==> src/rtl/tt_pipe_adder_acc_if.sv <==
// Valid/ready bundle for tt_pipe_adder_acc: operand request channel and result channel.
interface tt_pipe_adder_acc_if #(
    parameter int WIDTH = 4,
    parameter int GUARD = 4
);
    localparam int RW = WIDTH + GUARD;

    logic             in_valid;
    logic             in_ready;
    logic [WIDTH-1:0] in_a;
    logic [WIDTH-1:0] in_b;
    logic [1:0]       in_op;
    logic             out_valid;
    logic             out_ready;
    logic [RW-1:0]    out_result;
    logic             out_neg;
    logic             out_ovf;
    logic             acc_ovf_sticky;

    modport master (
        output in_valid, in_a, in_b, in_op, out_ready,
        input  in_ready, out_valid, out_result, out_neg, out_ovf, acc_ovf_sticky
    );

    modport slave (
        input  in_valid, in_a, in_b, in_op, out_ready,
        output in_ready, out_valid, out_result, out_neg, out_ovf, acc_ovf_sticky
    );
endinterface

==> src/rtl/tt_pipe_adder_acc.sv <==
// Two-stage pipelined add/sub/accumulate unit with valid/ready on both sides,
// running accumulator, optional saturation and a sticky accumulator-overflow flag.
module tt_pipe_adder_acc #(
    parameter int WIDTH = 4,
    parameter int GUARD = 4,
    parameter bit SAT   = 1'b0
) (
    input  logic               clk,
    input  logic               rst,
    tt_pipe_adder_acc_if.slave bus
);
    localparam int RW = WIDTH + GUARD;

    typedef enum logic [1:0] {
        OP_ADD = 2'b00,
        OP_SUB = 2'b01,
        OP_ACC = 2'b10,
        OP_CLR = 2'b11
    } op_e;

    logic [WIDTH-1:0] s1_a;
    logic [WIDTH-1:0] s1_b;
    op_e              s1_op;
    logic             s1_valid;

    logic [RW-1:0]    s2_result;
    logic             s2_neg;
    logic             s2_ovf;
    logic             s2_valid;

    logic [RW-1:0]    acc;
    logic             sticky;

    logic             s2_load;
    logic             accept;
    logic [RW-1:0]    a_ext;
    logic [RW-1:0]    b_ext;
    logic [RW:0]      acc_sum;
    logic [RW-1:0]    nxt_result;
    logic [RW-1:0]    nxt_acc;
    logic             nxt_neg;
    logic             nxt_ovf;
    logic             nxt_sticky;

    // S1 drains into S2 whenever S2 is empty or being consumed; S1 refills in the same edge.
    assign s2_load      = s1_valid && (!s2_valid || bus.out_ready);
    assign bus.in_ready = !s1_valid || s2_load;
    assign accept       = bus.in_valid && bus.in_ready;

    assign a_ext   = RW'(s1_a);
    assign b_ext   = RW'(s1_b);
    assign acc_sum = {1'b0, acc} + {1'b0, a_ext};

    always_comb begin
        nxt_result = '0;
        nxt_neg    = 1'b0;
        nxt_ovf    = 1'b0;
        nxt_acc    = acc;
        nxt_sticky = sticky;
        case (s1_op)
            OP_ADD: nxt_result = a_ext + b_ext;
            OP_SUB: begin
                nxt_result = a_ext - b_ext;
                nxt_neg    = (s1_a < s1_b);
            end
            OP_ACC: begin
                nxt_ovf    = acc_sum[RW];
                nxt_acc    = (acc_sum[RW] && SAT) ? '1 : acc_sum[RW-1:0];
                nxt_result = nxt_acc;
                nxt_sticky = sticky | acc_sum[RW];
            end
            OP_CLR: begin
                nxt_acc    = '0;
                nxt_sticky = 1'b0;
            end
            default: ;
        endcase
    end

    always_ff @(posedge clk or posedge rst) begin
        if (rst) begin
            s1_valid <= 1'b0;
            s1_a     <= '0;
            s1_b     <= '0;
            s1_op    <= OP_ADD;
        end else if (accept) begin
            s1_valid <= 1'b1;
            s1_a     <= bus.in_a;
            s1_b     <= bus.in_b;
            s1_op    <= op_e'(bus.in_op);
        end else if (s2_load) begin
            s1_valid <= 1'b0;
        end
    end

    // acc/sticky commit together with S2 so back-to-back ACCs see the previous result.
    always_ff @(posedge clk or posedge rst) begin
        if (rst) begin
            s2_valid  <= 1'b0;
            s2_result <= '0;
            s2_neg    <= 1'b0;
            s2_ovf    <= 1'b0;
            acc       <= '0;
            sticky    <= 1'b0;
        end else if (s2_load) begin
            s2_valid  <= 1'b1;
            s2_result <= nxt_result;
            s2_neg    <= nxt_neg;
            s2_ovf    <= nxt_ovf;
            acc       <= nxt_acc;
            sticky    <= nxt_sticky;
        end else if (bus.out_ready) begin
            s2_valid  <= 1'b0;
        end
    end

    assign bus.out_valid      = s2_valid;
    assign bus.out_result     = s2_result;
    assign bus.out_neg        = s2_neg;
    assign bus.out_ovf        = s2_ovf;
    assign bus.acc_ovf_sticky = sticky;
endmodule

==> src/flat_wrapper.sv <==
// flat-port wrapper written by rule: the top's interface ports become plain ports
module tt_pipe_adder_acc_flat 
#(
    parameter int WIDTH = 4,
    parameter int GUARD = 4,
    parameter bit SAT   = 1'b0
)
  (clk, rst, bus_in_valid, bus_in_a, bus_in_b, bus_in_op, bus_out_ready, bus_in_ready, bus_out_valid, bus_out_result, bus_out_neg, bus_out_ovf, bus_acc_ovf_sticky);
  tt_pipe_adder_acc_if #(.WIDTH(WIDTH), .GUARD(GUARD)) bus_i ();
  input  logic clk;
  input  logic rst;
  input wire logic [$bits(bus_i.in_valid)-1:0] bus_in_valid;
  input wire logic [$bits(bus_i.in_a)-1:0] bus_in_a;
  input wire logic [$bits(bus_i.in_b)-1:0] bus_in_b;
  input wire logic [$bits(bus_i.in_op)-1:0] bus_in_op;
  input wire logic [$bits(bus_i.out_ready)-1:0] bus_out_ready;
  output wire logic [$bits(bus_i.in_ready)-1:0] bus_in_ready;
  output wire logic [$bits(bus_i.out_valid)-1:0] bus_out_valid;
  output wire logic [$bits(bus_i.out_result)-1:0] bus_out_result;
  output wire logic [$bits(bus_i.out_neg)-1:0] bus_out_neg;
  output wire logic [$bits(bus_i.out_ovf)-1:0] bus_out_ovf;
  output wire logic [$bits(bus_i.acc_ovf_sticky)-1:0] bus_acc_ovf_sticky;
  assign bus_i.in_valid = bus_in_valid;
  assign bus_i.in_a = bus_in_a;
  assign bus_i.in_b = bus_in_b;
  assign bus_i.in_op = bus_in_op;
  assign bus_i.out_ready = bus_out_ready;
  assign bus_in_ready = bus_i.in_ready;
  assign bus_out_valid = bus_i.out_valid;
  assign bus_out_result = bus_i.out_result;
  assign bus_out_neg = bus_i.out_neg;
  assign bus_out_ovf = bus_i.out_ovf;
  assign bus_acc_ovf_sticky = bus_i.acc_ovf_sticky;
  tt_pipe_adder_acc #(.WIDTH(WIDTH), .GUARD(GUARD), .SAT(SAT)) u_core (.clk(clk), .rst(rst), .bus(bus_i));
endmodule
==> config.mk <==
export PLATFORM = sky130hd
export DESIGN_NAME = tt_pipe_adder_acc_flat
export DESIGN_NICKNAME = d
export VERILOG_FILES = /design/src/rtl/tt_pipe_adder_acc_if.sv /design/src/rtl/tt_pipe_adder_acc.sv /design/src/flat_wrapper.sv
export SDC_FILE = /design/constraint.sdc
export NUM_CORES = 1
export LEC_CHECK = 0
export BUFFER_PORTS_ARGS = -buffer_cell sky130_fd_sc_hd__buf_2
export CAP_MARGIN = 10
export CORE_ASPECT_RATIO = 0.9
export CORE_MARGIN = 5
export CORE_UTILIZATION = 53
export CTS_BUF_LIST = sky130_fd_sc_hd__clkbuf_4 sky130_fd_sc_hd__clkbuf_8
export CTS_CLUSTER_DIAMETER = 200
export DETAILED_ROUTE_END_ITERATION = 6
export PLACE_DENSITY = 0.76
export SYNTH_ARGS = -nofsm -noshare
export SYNTH_HDL_FRONTEND = slang
export SYNTH_SLANG_ARGS = --single-unit
export TNS_END_PERCENT = 1
==> constraint.sdc <==
create_clock -name clk -period 2.1 [get_ports clk]
set_input_delay 0 -clock clk [delete_from_list [all_inputs] [get_ports clk]]
set_output_delay 0 -clock clk [all_outputs]
set_load 0.01 [all_outputs]
# [Word-level counts from Yosys, hierarchy flattened]
# Cells that the tools add are included.
[classes] n_reduce_logical=11 n_bitwise=1 addsub=3 magnitude_cmp=1 n_eq_ne=3 muxes=9
[op_table] operator="one-hot mux 8 bit (3 select lines)" n=1
[op_table] operator="one-hot mux 8 bit (2 select lines)" n=1
[op_table] operator="adder 8 x 4 -> 9 bit" n=1
[op_table] operator="2-to-1 mux 1 bit" n=6
[op_table] operator="nonzero test 2 bit" n=3
[op_table] operator="adder 4 x 4 -> 5 bit" n=1
[op_table] operator="subtractor 4 x 4 -> 5 bit" n=1
[op_table] operator="== test 2 bit, second input constant" n=2
[op_table] operator="less-than comparator 4 bit" n=1
[op_table] operator="== test 2 x 1 -> 1 bit, second input constant" n=1
[op_table] operator="logical AND 1 bit" n=2
[op_table] operator="zero test 1 bit" n=2
[op_table] operator="zero test 2 bit" n=1
[op_table] operator="logical OR 1 bit" n=2
[op_table] operator="one-hot mux 1 bit (2 select lines)" n=1
[op_table] operator="AND reduction 2 bit" n=1
[op_table] operator="bitwise OR 1 bit" n=1
[totals] reg_bits=31 input_bits=14 word_cells=38 output_inout_bits=13

# [Longest topological paths before layout]
[logic_depth] depth_word=6 ltp_mapped=8 depth_no_buf=8

# [Least setup slack after synthesis]
# No wires, ideal clock.
[synth_path] path_type="register -> register" startpoint="register u_core.s1_a[0]" endpoint="register u_core.acc[6]" arrival_ps=1867 required_time_ps=1982 synth_period_minus_slack_ps=1985 stages_incl_launch_ff=7 path_buffers=0 slack_ps=115 cell_sequence="dfrtp_1 ha_1 fa_1 a211oi_1 or4_1 a21oi_1 a21o_1"
[synth_between] elab_chain_cells=2
[synth_lines] item="from (decl)" line="tt_pipe_adder_acc.sv:21" source="logic [WIDTH-1:0] s1_a;"
[synth_lines] item="from (signal assigned)" line="tt_pipe_adder_acc.sv:88" source="s1_a <= bus.in_a;"
[synth_lines] item="adder 8 x 4 -> 9 bit" line="tt_pipe_adder_acc.sv:52" source="assign acc_sum = {1'b0, acc} + {1'b0, a_ext};"
[synth_lines] item="one-hot mux 8 bit (2 select lines)" line="tt_pipe_adder_acc.sv:60" source="case (s1_op)"
[synth_lines] item="to (signal assigned)" line="tt_pipe_adder_acc.sv:110" source="acc <= nxt_acc;"
[synth_lines] item="to (decl)" line="tt_pipe_adder_acc.sv:31" source="logic [RW-1:0] acc;"
# No other way between the ends.
# A chain may end at the register's enable or synchronous reset.

# [Final worst setup path]
[layout_path] startpoint="register u_core.s1_a[2]" endpoint="register u_core.s2_result[3], in the netlist u_core.bus.out_result[3]"
[layout_between] elab_chain_cells=2 word_cells_on_any_way=4 classes_between="add/sub: 3; mux: 1"
[layout_lines] item="adder 8 x 4 -> 9 bit, or another cell as far along" line="tt_pipe_adder_acc.sv:52"
[layout_lines] item="one-hot mux 8 bit (3 select lines) (*)" line="tt_pipe_adder_acc.sv:60"
[layout_lines] item="to (signal assigned)" line="tt_pipe_adder_acc.sv:107" source="s2_result <= nxt_result;"
[layout_lines] item="to (decl)" line="tt_pipe_adder_acc.sv:26" source="logic [RW-1:0] s2_result;"
# Mark *: on every way between the ends. The rest lies on a longest branch, timed or not.

==> out/summary.txt <==
ys flop type: dfrtp_1
global-route wire length before repair: 7580 um
P per Cell Area: 994 mW/mm^2
row cnt: 20
cell area after synthesis: 0.00193 sq mm
Die W: 73.7 um
dpl ws: 67.2 ps
Die Ht: 67.3 um
Max stage delay on crit path: 500 ps
per-cell routed wire length: 15.8 um
GRT Overall Usage: 19.9%
Final Hold Viols: 0
Slowest-stage cell, CP: or4_4
Achievable Freq: 504 MHz
crit share post-route: 94.5%
CP cell instances: ha_2, nor3b_2, or4_4, a2111oi_4, a2111o_1
skew final: 5.58 ps
Critical Path RT: 2320 ps
total negative slack: 0 ps
Skew-Pair Late Insertion Delay: 280 ps
Seq/Total Area, Yosys: 40.1%
RSZ-0062 raised after global routing: true
Initial Util: 56.0%
number of max-cap violations: 0
Reg area: 776 sq um
worst rel slew slack: 62.8%
Reg-to-Reg Start: u_core.s1_a[2]
minimum hold slack: 56.7 ps
number of DRC markers in iteration 0: 112
Avg Vias per Cell: 5.78
outcome: completed
Crit Path Category: register to register
Reg2Reg Setup Slack: 120 ps
Syn-to-layout area delta: 22.1%
TritonCTS clock tree: done
largest area contributor in the netlist: dfrtp_1
syn_area_per_cell: 10.2 sq um
# IOs: 27
Syn Nets: 218
worst hold path type: primary input to register
crit path max fanout: 7
FF+latch count, synth: 31
Max Slew Vio Count: 0
largest net degree at the start of global routing: 32
Synth async-reset ratio: 100%
CTS Buf Count: 5
Worst Hold Depth: 4
H-tree lvl count: 2
full die area: 0.00496 sq mm
GP Congestion: 0.929
Ys Warns: 0
maximum VDD drop: 0.000576 V
final setup margin: 115 ps
Non-Filler Instances: 278
vias in the first global route: 1673
multi-input combinational cell area: 0.00109 sq mm
layout cells sized above 1: 26.1%
most frequent cells in the layout: 31 x dfrtp_1, 26 x buf_2, 14 x nand2_1
Critical Path AT: 2200 ps
Fillers: 282
crit end category: register
hold path startpoint: bus_out_ready
Post-synth EDFFs: 0
CTS sink count: 31
# setup viols final: 0
Netlist cell types: 50
Yosys top cell area share: 40.1%
Mapped Cells: 189
most common cell after layout, fill and taps aside: dfrtp_1
Hold Path End: u_core.s1_valid
DRC: 0
R2R cell count: 5
Core ar.: 0.00345 sq mm
synth top area cells: dfrtp_1 40%, ha_1 7.8%, mux2_2 5.8%, fa_1 3.1%, nand2_1 2.7%
I/O Buffers: 26
Inst Count DP: 257
Max clock buf depth: 2
gr ovfl total: 0
P_leak: 1.09 nW
initial antenna violation count: 0
clock root cell: clkbuf_8
drt pass-1 iters: 4
Final nets: 262
CP Launch Type: register
clk slew on worst S/H paths: 60 ps
post-route ant nets: 0
Reg2Reg Capture Point: u_core.bus.out_result[3]
DR vias: 1607
min cycle time layout: 1980 ps
final wirelength: 4390 um
Slew @ Worst Pin: 556 ps
dpl hpwl: 3220 um
Ant. Diodes: 0
total power: 2.35 mW
## routing by layer
layer	vias up	GRT usage, %	routed length [um]
li1	778	-	-
met1	779	24.8	2010
met2	44	34.6	2110
met3	6	4.46	235
met4	0	5.66	34
met5	-	0	0
## per-stage QoR
stage               util [%]  area, sq um
floorplan                  -         1930
global placement        61.2         2110
detailed placement      61.2         2110
CTS                     67.7         2340
global route            68.4         2360
finish                  68.4         2360
## cells in the mapped netlist, types with 2 or more instances
cell      number
fa_1           3
buf_6          2
nor2b_1        7
a21o_1         3
nor3_1         4
a31oi_1        2
and3_1         2
o211ai_1       3
nor2_1        11
nand3b_1       3
o21a_1         2
mux2_2        10
o31ai_1        3
o21ai_0        6
nand3_1        4
dfrtp_1       31
nor4b_1        3
ha_1          12
or4_1          2
a311oi_1       2
a211oi_1       5
clkbuf_1       3
nand2_1       14
and2_1         3
a21oi_1       10
nand2b_1       3
buf_2          2
nand4b_1       2
inv_1         11
## report_power, final
| group | switching [mW] | internal, mW |
|---|---|---|
| registers | 0.137 | 0.738 |
| clock network | 0.206 | 0.311 |
| logic | 0.522 | 0.432 |
| total | 0.864 | 1.48 |
## area by class of cell
| type | instances | share of cell area, % |
|---|---|---|
| inverter | 11 | 1.75 |
| multi-input combinational | 140 | 46.2 |
| timing repair buffer | 44 | 12.5 |
| clock buffer | 8 | 4.40 |
| tap | 44 | 2.33 |
| sequential | 31 | 32.9 |
## worst max-delay path: cells and delay by family, from the launching register on
kind            cells  cell delay (ps)
fa+ha+maj           1              430
simple gates        2              570
flops               1              430
compound gates      2              490
## worst max path at each step
stage,from,end,slack (ps),cells past startpoint
2_1_floorplan,u_core.s1_a[0],u_core.acc[6],120,6
3_3_place_gp,u_core.s1_a[2],u_core.bus.out_result[3],140,5
3_5_place_dp,u_core.s1_a[0],u_core.bus.out_result[5],70,9
4_1_cts,u_core.s1_a[0],u_core.bus.out_result[5],40,9
5_1_grt,u_core.s1_a[0],u_core.bus.out_result[5],-7,9
6_report,u_core.s1_a[2],u_core.bus.out_result[3],120,5
## logic make-up after synthesis
kind of cell | after synthesis | share of synthesized area (%)
buf+inv | 18 | 4.40
mux | 11 | 6.34
simple gates | 65 | 19.4
xor+xnor | 2 | 0.906
fa+ha+maj | 15 | 10.9
compound gates | 47 | 18.0
flops | 31 | 40.1
## sequential cells by signal (all words and copies together) (netlist names)
signal	cells
u_core.s1_valid	1
u_core.s1_op	2
u_core.acc	8
u_core.bus.out_neg	1
u_core.s1_a	4
u_core.bus.acc_ovf_sticky	1
u_core.bus.out_valid	1
u_core.bus.out_ovf	1
u_core.bus.out_result	8
u_core.s1_b	4
## repair_timing
item                                    in CTS  in global routing
endpoints found under the setup margin       0                  7
setup buffers                                0                  1
endpoints found under the hold margin       42                  0
hold buffers                                12                  0
resized for setup                            0                  4
Note: power is estimated with default switching activity, not from simulation.
